[config.mk]
export PLATFORM = sky130hd
export DESIGN_NAME = ppu_mem_arb
export DESIGN_NICKNAME = d
export VERILOG_FILES = /design/src/rtl/ppu_pkg.sv /design/src/rtl/ppu_starve_ctr.sv /design/src/rtl/ppu_mem_arb.sv
export SDC_FILE = /design/constraint.sdc
export NUM_CORES = 1
export LEC_CHECK = 0
export CORE_ASPECT_RATIO = 1.5
export CORE_UTILIZATION = 45
export CTS_CLUSTER_SIZE = 12
export DETAILED_ROUTE_END_ITERATION = 6
export HOLD_SLACK_MARGIN = 0.05
export PLACE_DENSITY_LB_ADDON = 0.3
export SETUP_SLACK_MARGIN = 0.02
export SLEW_MARGIN = 5
export SYNTH_ARGS = -nofsm -noshare
export SYNTH_HDL_FRONTEND = slang
export SYNTH_SLANG_ARGS = --single-unit
[constraint.sdc]
create_clock -name clk -period 6.5 [get_ports clk]
set_clock_uncertainty 0.1 [all_clocks]
set_input_delay 1.3 -clock clk [delete_from_list [all_inputs] [get_ports clk]]
set_output_delay 1.3 -clock clk [all_outputs]
set_load 0.01 [all_outputs]
[src/rtl/ppu_pkg.sv]
// Purpose: shared widths, arbiter state encoding and memory rw encoding for the PPU memory arbiter.
// Latency: n/a (declarations only).
// Backpressure: n/a.
package ppu_pkg;

  localparam int ADDR_W = 14;
  localparam int DATA_W = 8;

  typedef enum logic [1:0] {
    IDLE    = 2'd0,
    PEND    = 2'd1,
    RD_WAIT = 2'd2,
    RD_DONE = 2'd3
  } arb_state_t;

  localparam logic RW_READ  = 1'b1;
  localparam logic RW_WRITE = 1'b0;

endpackage

[src/rtl/ppu_starve_ctr.sv]
// Purpose: saturating wait counter that tracks how long a pending CPU op has been passed over.
// Latency: count updates one cycle after inc/clr; at_limit is combinational from the count.
// Backpressure: none; inc is ignored once the count reaches limit, clr wins over inc.
// Ports: clk/rst (sync, active-high), inc, clr, limit -> cnt, at_limit.
module ppu_starve_ctr #(
  parameter int W = 9
) (
  input  logic         clk,
  input  logic         rst,
  input  logic         inc,
  input  logic         clr,
  input  logic [W-1:0] limit,
  output logic [W-1:0] cnt,
  output logic         at_limit
);

  always_ff @(posedge clk) begin
    if (rst) begin
      cnt <= '0;
    end else if (clr) begin
      cnt <= '0;
    end else if (inc && (cnt < limit)) begin
      cnt <= cnt + 1'b1;
    end
  end

  assign at_limit = (cnt == limit);

endmodule

[src/rtl/ppu_mem_arb.sv]
// Purpose: arbitrates the single-port PPU memory map between the render fetch engine and the CPU PPUDATA port.
// Latency: render data one cycle after grant; CPU write commits at issue, CPU read returns two cycles after issue.
// Backpressure: render never waits (it is dropped only on a forced CPU slot); CPU holds cpu_busy and ignores new requests.
// Ports: clk, rst (sync, active-high);
//   render:  rnd_req, rnd_addr -> rnd_data, rnd_valid, rnd_drop;
//   cpu:     cpu_req, cpu_rw, cpu_addr, cpu_wdata -> cpu_busy, cpu_rdata, cpu_rvalid;
//   memory:  mem_addr, mem_rw, mem_wdata -> mem_rdata (registered read, 1 cycle).
module ppu_mem_arb
  import ppu_pkg::*;
#(
  parameter int ADDR_W       = ppu_pkg::ADDR_W,
  parameter int DATA_W       = ppu_pkg::DATA_W,
  parameter int STARVE_LIMIT = 341
) (
  input  logic              clk,
  input  logic              rst,
  input  logic              rnd_req,
  input  logic [ADDR_W-1:0] rnd_addr,
  output logic [DATA_W-1:0] rnd_data,
  output logic              rnd_valid,
  output logic              rnd_drop,
  input  logic              cpu_req,
  input  logic              cpu_rw,
  input  logic [ADDR_W-1:0] cpu_addr,
  input  logic [DATA_W-1:0] cpu_wdata,
  output logic              cpu_busy,
  output logic [DATA_W-1:0] cpu_rdata,
  output logic              cpu_rvalid,
  output logic [ADDR_W-1:0] mem_addr,
  output logic              mem_rw,
  output logic [DATA_W-1:0] mem_wdata,
  input  logic [DATA_W-1:0] mem_rdata
);

  localparam int CNT_W = $clog2(STARVE_LIMIT + 1);
  localparam logic [CNT_W-1:0] LIMIT = CNT_W'(STARVE_LIMIT);

  arb_state_t        state, state_nxt;
  logic              op_rw;
  logic [ADDR_W-1:0] op_addr;
  logic [DATA_W-1:0] op_wdata;

  logic              in_pend;
  logic              force_cpu;
  logic              grant_rnd;
  logic              grant_cpu;
  logic              accept;
  logic [CNT_W-1:0]  wait_cnt;
  logic              wait_at_limit;

  assign in_pend   = (state == PEND);
  // Once the CPU has waited the full limit, the render request loses this one slot.
  assign force_cpu = in_pend && (wait_cnt == LIMIT);
  assign grant_rnd = !rst && rnd_req && !force_cpu;
  assign grant_cpu = !rst && in_pend && !grant_rnd;
  assign rnd_drop  = !rst && rnd_req && force_cpu;

  // RD_DONE is not busy: cpu_busy falls in the same cycle cpu_rvalid pulses,
  // so a new request there is accepted back-to-back.
  assign cpu_busy  = !rst && ((state == PEND) || (state == RD_WAIT));
  assign accept    = cpu_req && !cpu_busy;

  assign rnd_data  = mem_rdata;

  ppu_starve_ctr #(.W(CNT_W)) u_starve_ctr (
    .clk      (clk),
    .rst      (rst),
    .inc      (in_pend && !grant_cpu && !wait_at_limit),
    .clr      (!in_pend || grant_cpu),
    .limit    (LIMIT),
    .cnt      (wait_cnt),
    .at_limit (wait_at_limit)
  );

  always_comb begin
    state_nxt = state;
    case (state)
      IDLE, RD_DONE: state_nxt = accept ? PEND : IDLE;
      PEND: begin
        if (grant_cpu) begin
          state_nxt = (op_rw == RW_READ) ? RD_WAIT : IDLE;
        end
      end
      RD_WAIT: state_nxt = RD_DONE;
      default: state_nxt = IDLE;
    endcase
  end

  // With no grant the bus idles on a harmless read of address 0.
  always_comb begin
    mem_addr  = '0;
    mem_rw    = RW_READ;
    mem_wdata = '0;
    if (grant_rnd) begin
      mem_addr = rnd_addr;
    end else if (grant_cpu) begin
      mem_addr  = op_addr;
      mem_rw    = op_rw;
      mem_wdata = op_wdata;
    end
  end

  always_ff @(posedge clk) begin
    if (rst) begin
      state      <= IDLE;
      op_rw      <= RW_READ;
      op_addr    <= '0;
      op_wdata   <= '0;
      cpu_rdata  <= '0;
      cpu_rvalid <= 1'b0;
      rnd_valid  <= 1'b0;
    end else begin
      state      <= state_nxt;
      rnd_valid  <= grant_rnd;
      cpu_rvalid <= (state == RD_WAIT);
      if (accept) begin
        op_rw    <= cpu_rw;
        op_addr  <= cpu_addr;
        op_wdata <= cpu_wdata;
      end
      // In RD_WAIT the registered read output belongs to the CPU issue of the previous cycle.
      if (state == RD_WAIT) begin
        cpu_rdata <= mem_rdata;
      end
    end
  end

endmodule

* Yosys cells after proc, flatten, opt, wreduce, memory -nomap -nowiden
Index checks and enable logic that the tools add are counted. W data, S select, Z words.
Word-level totals: logic and storage cells 48, register bits 44, output and inout port bits 43, input bits 49
Cells by class: $add $sub $neg 1, equality and inequality tests 5, reduce and logical (&&, ||, !) cells 23, multiplexer cells 10, order comparisons 1
Operators with widths (number):
- $mux W14 | 2
- $mux W8 | 2
- $logic_and A1 B1 Y1 | 11
- $add A9 B1 Y9 const B | 1
- $eq A9 B9 Y1 const B | 1
- $lt A9 B9 Y1 const B | 1
- $logic_not A1 Y1 | 7
- $pmux W2 S3 | 1
- $eq A2 B2 Y1 const B | 2
- $mux W2 | 2
- $reduce_or A2 Y1 | 2
- $mux W1 | 3
- $eq A2 B1 Y1 const B | 1
- $logic_not A2 Y1 | 1
- $logic_or A1 B1 Y1 | 2
- $ne A2 B1 Y1 const B | 1

* Longest topological paths before layout
depth in word-level cells 10, depth in mapped cells 7, gate-level depth less buffers 6

* Hierarchy
From an unflattened synthesis, not the netlist that was laid out.
Second synthesis, totals: cells, all modules 278, area total of the unflattened synthesis 2326.0 um2
Modules (own cells, without submodules):
- ppu_mem_arb | times used 1, seq. area each 700.7 um2, area an instance 1602.8 um2, cells each 193
- ppu_starve_ctr | times used 1, seq. area each 180.2 um2, area an instance 723.2 um2, cells each 85

* Worst setup path before layout
No wires, ideal clock.
path type input -> output, start point input rst, end point output mem_addr[10], slack 2.978 ns, buffers on the path 2, arrival 2.122 ns, stages on the path 4, required time 5.100 ns, cells stage by stage buf_2 a311oi_4 buf_4 a22o_1
On the way: cells in the longest elaborated chain, start to end 7, elaborated cells between the ends (all ways) 8, those cells by class mux: 2; reduce/logical: 6
Ends and longest elaborated chain:
- from (decl) | RTL line ppu_mem_arb.sv:16 | input logic rst,
- $logic_not A1 Y1 (*) | RTL line ppu_mem_arb.sv:54, ppu_mem_arb.sv:55
- $logic_and A1 B1 Y1 (2 in a row) | RTL line ppu_mem_arb.sv:54 | assign grant_rnd = !rst && rnd_req && !force_cpu;
- $logic_not A1 Y1 | RTL line ppu_mem_arb.sv:55 | assign grant_cpu = !rst && in_pend && !grant_rnd;
- $logic_and A1 B1 Y1 | RTL line ppu_mem_arb.sv:55
- $mux W14 | RTL line ppu_mem_arb.sv:96 | end else if (grant_cpu) begin
- $mux W14 (*) | RTL line ppu_mem_arb.sv:94 | if (grant_rnd) begin
- to (decl) | RTL line ppu_mem_arb.sv:29 | output logic [ADDR_W-1:0] mem_addr,
Every way passes the cells marked *; elsewhere a longest branch is shown, timed or not.

* Final worst setup path
start point input rst, end point output mem_addr[2]
The elaborated chain is that of the path after synthesis.

==> impl_metrics.yaml <==
run_status:
  status: "finished, violations left"
  violations: "DRC"
synth:
  synth.ff_latch_count: 44
  synth_area_leaders: "dfxtp_1 (42%), nand2_1 (8.7%), a21oi_1 (7.1%)"
  syn_inst: 247
  synth_cell_types: 44
  yosysSeqAreaShare_pct: 41.8
  yosysTopAreaCell: "dfxtp_1"
  yosysWarnings: 0
  async_flop_share_pct: 0
  synth_top_area_share_pct: 41.8
  synth.most_common_cell: "nand2_1"
  syn_avg_cell_area_um2: 8.53
  synth_edf_count: 0
  synth_common_cells: "nand2_1 (49), dfxtp_1 (44), a21oi_1 (30), a22o_1 (14), nor2_1 (11)"
  syn_nets: 300
  synthesis.area_um2: 2110
  ys.flop_type: "dfxtp_1"
place:
  dp_hpwl_um: 3510
  gp_congestion: 0.792
  port_buffers: 91
critical_path:
  worst_path_most_repeated_cell: "clkdlybuf4s50_1"
  path_buf_inv: 2
  crit_arrival_ns: 3.61
  path_delay_family: "buffers and inverters"
  cp.required_ns: 5.10
  cp_max_fo: 19
  regToRegStartpoint: "u_starve_ctr.cnt[1]$_SDFFE_PP0P_"
  path_class: "in2out"
  crit_path_top_delay_cell: "clkdlybuf4s50_1"
  critical_path.endpoint_type: "primary output"
  max_stage_delay_ns: 0.78
  worstSetupStartpoint: "rst"
  worstPathCellList: "clkdlybuf4s50_1, a311oi_4, a22o_1, clkdlybuf4s50_1"
  worst_setup_path_start_kind: "primary input"
power:
  p_leak_nw: 1.15
  power.density_nw_per_um2: 176
  ir_worst_vdd_mv: 0.155
global_route:
  grt_overflow: 0
  met2_usage_pct: 34.3
  grt_max_degree: 24
  grt_usage_pct: 19.1
  use_met3_pct: 4.22
  antenna_found_initial: 0
  grt-busiest-layer: "met2"
  grt_pass1_vias: 1789
  grt_pass1_wl_um: 7470
  gr-usage-met1_pct: 20.7
cts:
  numCtsBuffers: 5
  clock_sinks: 44
  cts_tree: "yes"
  clk_pin_slew_worst_paths_ns: 0.07
  clockBufferDepth: 2
  ctsHoldBuffers: 0
  cts_resized: 0
  clkLatencyLatePin_ns: 0.29
  cts_setup_buffers: 0
  clock-root-buffer: "clkbuf_8"
  h-tree-depth: 2
die:
  dieWidth_um: 57.9
  core.rowCount: 30
  core_um2: 4500
  die-area_um2: 4970
  chipHeight_um: 85.8
  start_util_pct: 46.8
  ios: 92
sta:
  fin_crit_ns: 5.01
  finalSetupTns_ns: 0
  final_hold_viol_count: 0
  max_freq_mhz: 200
  setup_viol: 0
  min_period_over_period_pct: 77.1
  max_slew_margin_pct: 51.4
  rsz0062_at_grt: "no"
  maxSlewViolCount: 0
  holdWs_ns: 0.351
  tightest_slew_ns: 0.726
layout:
  fill_cells: 396
  drive_gt1_share_pct: 5.18
  post-route-util_pct: 67.9
  area.sequential_um2: 881
  nets: 381
  n_antenna_cell: 0
  multi_input_comb_area_um2: 1070
  syn2layout_area_growth_pct: 45.1
routing:
  first_iter_violations: 64
  wl_um: 4830
  drc_errors: 9
  wl_per_cell_um: 12.8
  final_antenna_net_count: 0
  routed_via_density: 5.35
  firstDrtPassIters: 6
  via_count: 2011
job:
  cap_violations: 0
min_path:
  hp-start: "op_wdata[6]$_SDFFE_PP0P_"
  hp-class: "reg2reg"
==> stage by stage <==
| step | std cells | power, W | instance area (um^2) | setup WS, ns |
|---|---|---|---|---|
| floorplan | 247 | 0.000337 | 2110 | 2.98 |
| global placement | 369 | 0.000386 | 2980 | 1.53 |
| detailed placement | 369 | 0.000388 | 2980 | 1.46 |
| CTS | 376 | 0.000546 | 3060 | 1.46 |
| global route | 376 | 0.000565 | 3060 | 1.35 |
| finish | 376 | 0.000540 | 3060 | 1.49 |
==> flip-flops by register name, summed over array words and instances, names as in the netlist <==
signal	count
op_addr	14
u_starve_ctr.cnt	9
cpu_rdata	8
op_wdata	8
state	2
cpu_rvalid	1
op_rw	1
rnd_valid	1
==> layout by cell type (no fill, tap or decap), types with 2 or more instances in the layout <==
cell type / instances
clkdlybuf4s50_1: 91
nand2_1: 49
dfxtp_1: 44
a21oi_1: 30
a22o_1: 14
nor2_1: 11
mux2i_1: 10
and2_1: 8
inv_1: 7
nand3_1: 5
clkbuf_8: 5
ha_1: 4
buf_4: 4
nand3b_1: 3
a21o_1: 3
a211o_1: 3
o21ai_0: 3
nor3_1: 2
nor2b_1: 2
o21ai_1: 2
o2111ai_1: 2
nand4_1: 2
or3_1: 2
a211oi_1: 2
==> power breakdown <==
| part | internal, W | switching (W) |
|---|---|---|
| registers | 0.000280 | 0.00000552 |
| logic | 0.0000557 | 0.0000397 |
| clock network | 0.0000731 | 0.0000850 |
==> per-layer routing <==
| metal | share of wire [%] | vias up |
|---|---|---|
| met3 | 6.3 | 10 |
| met2 | 50 | 67 |
| li1 | - | 1013 |
| met4 | 2.5 | 0 |
| met5 | 0 | - |
| met1 | 41 | 921 |
==> kinds of logic after synthesis <==
family          Yosys count  share of synthesized area [%]
fa+ha+maj                 4                           2.38
mux                      10                           4.75
compound gates           65                           21.3
xor+xnor                  1                          0.416
buf+inv                  28                           7.36
simple gates             95                           22.0
flops                    44                           41.8
==> path summary, 6_finish.rpt <==
path	endpoint	slack (ns)	depth (start not counted)
worst max-delay path	mem_addr[2]	1.49	4
worst min-delay path	op_wdata[6]$_SDFFE_PP0P_	0.35	2
worst max register to register	rnd_valid$_SDFF_PP0_	4.61	4
worst min register to register	op_wdata[6]$_SDFFE_PP0P_	0.35	2
==> worst min-delay path, cell delays in order (launching register included) <==
cell     delay, ns
dfxtp_1       0.31
nand2_1       0.05
a21oi_1       0.05
==> area by class of cell <==
type	count	area share, %
multi-input combinational	175	35.0
clock inverter	1	0.164
clock buffer	6	2.37
tap	48	1.96
timing repair buffer	95	30.8
sequential	44	28.8
inverter	7	0.860
(Power assumes the default switching activity.)
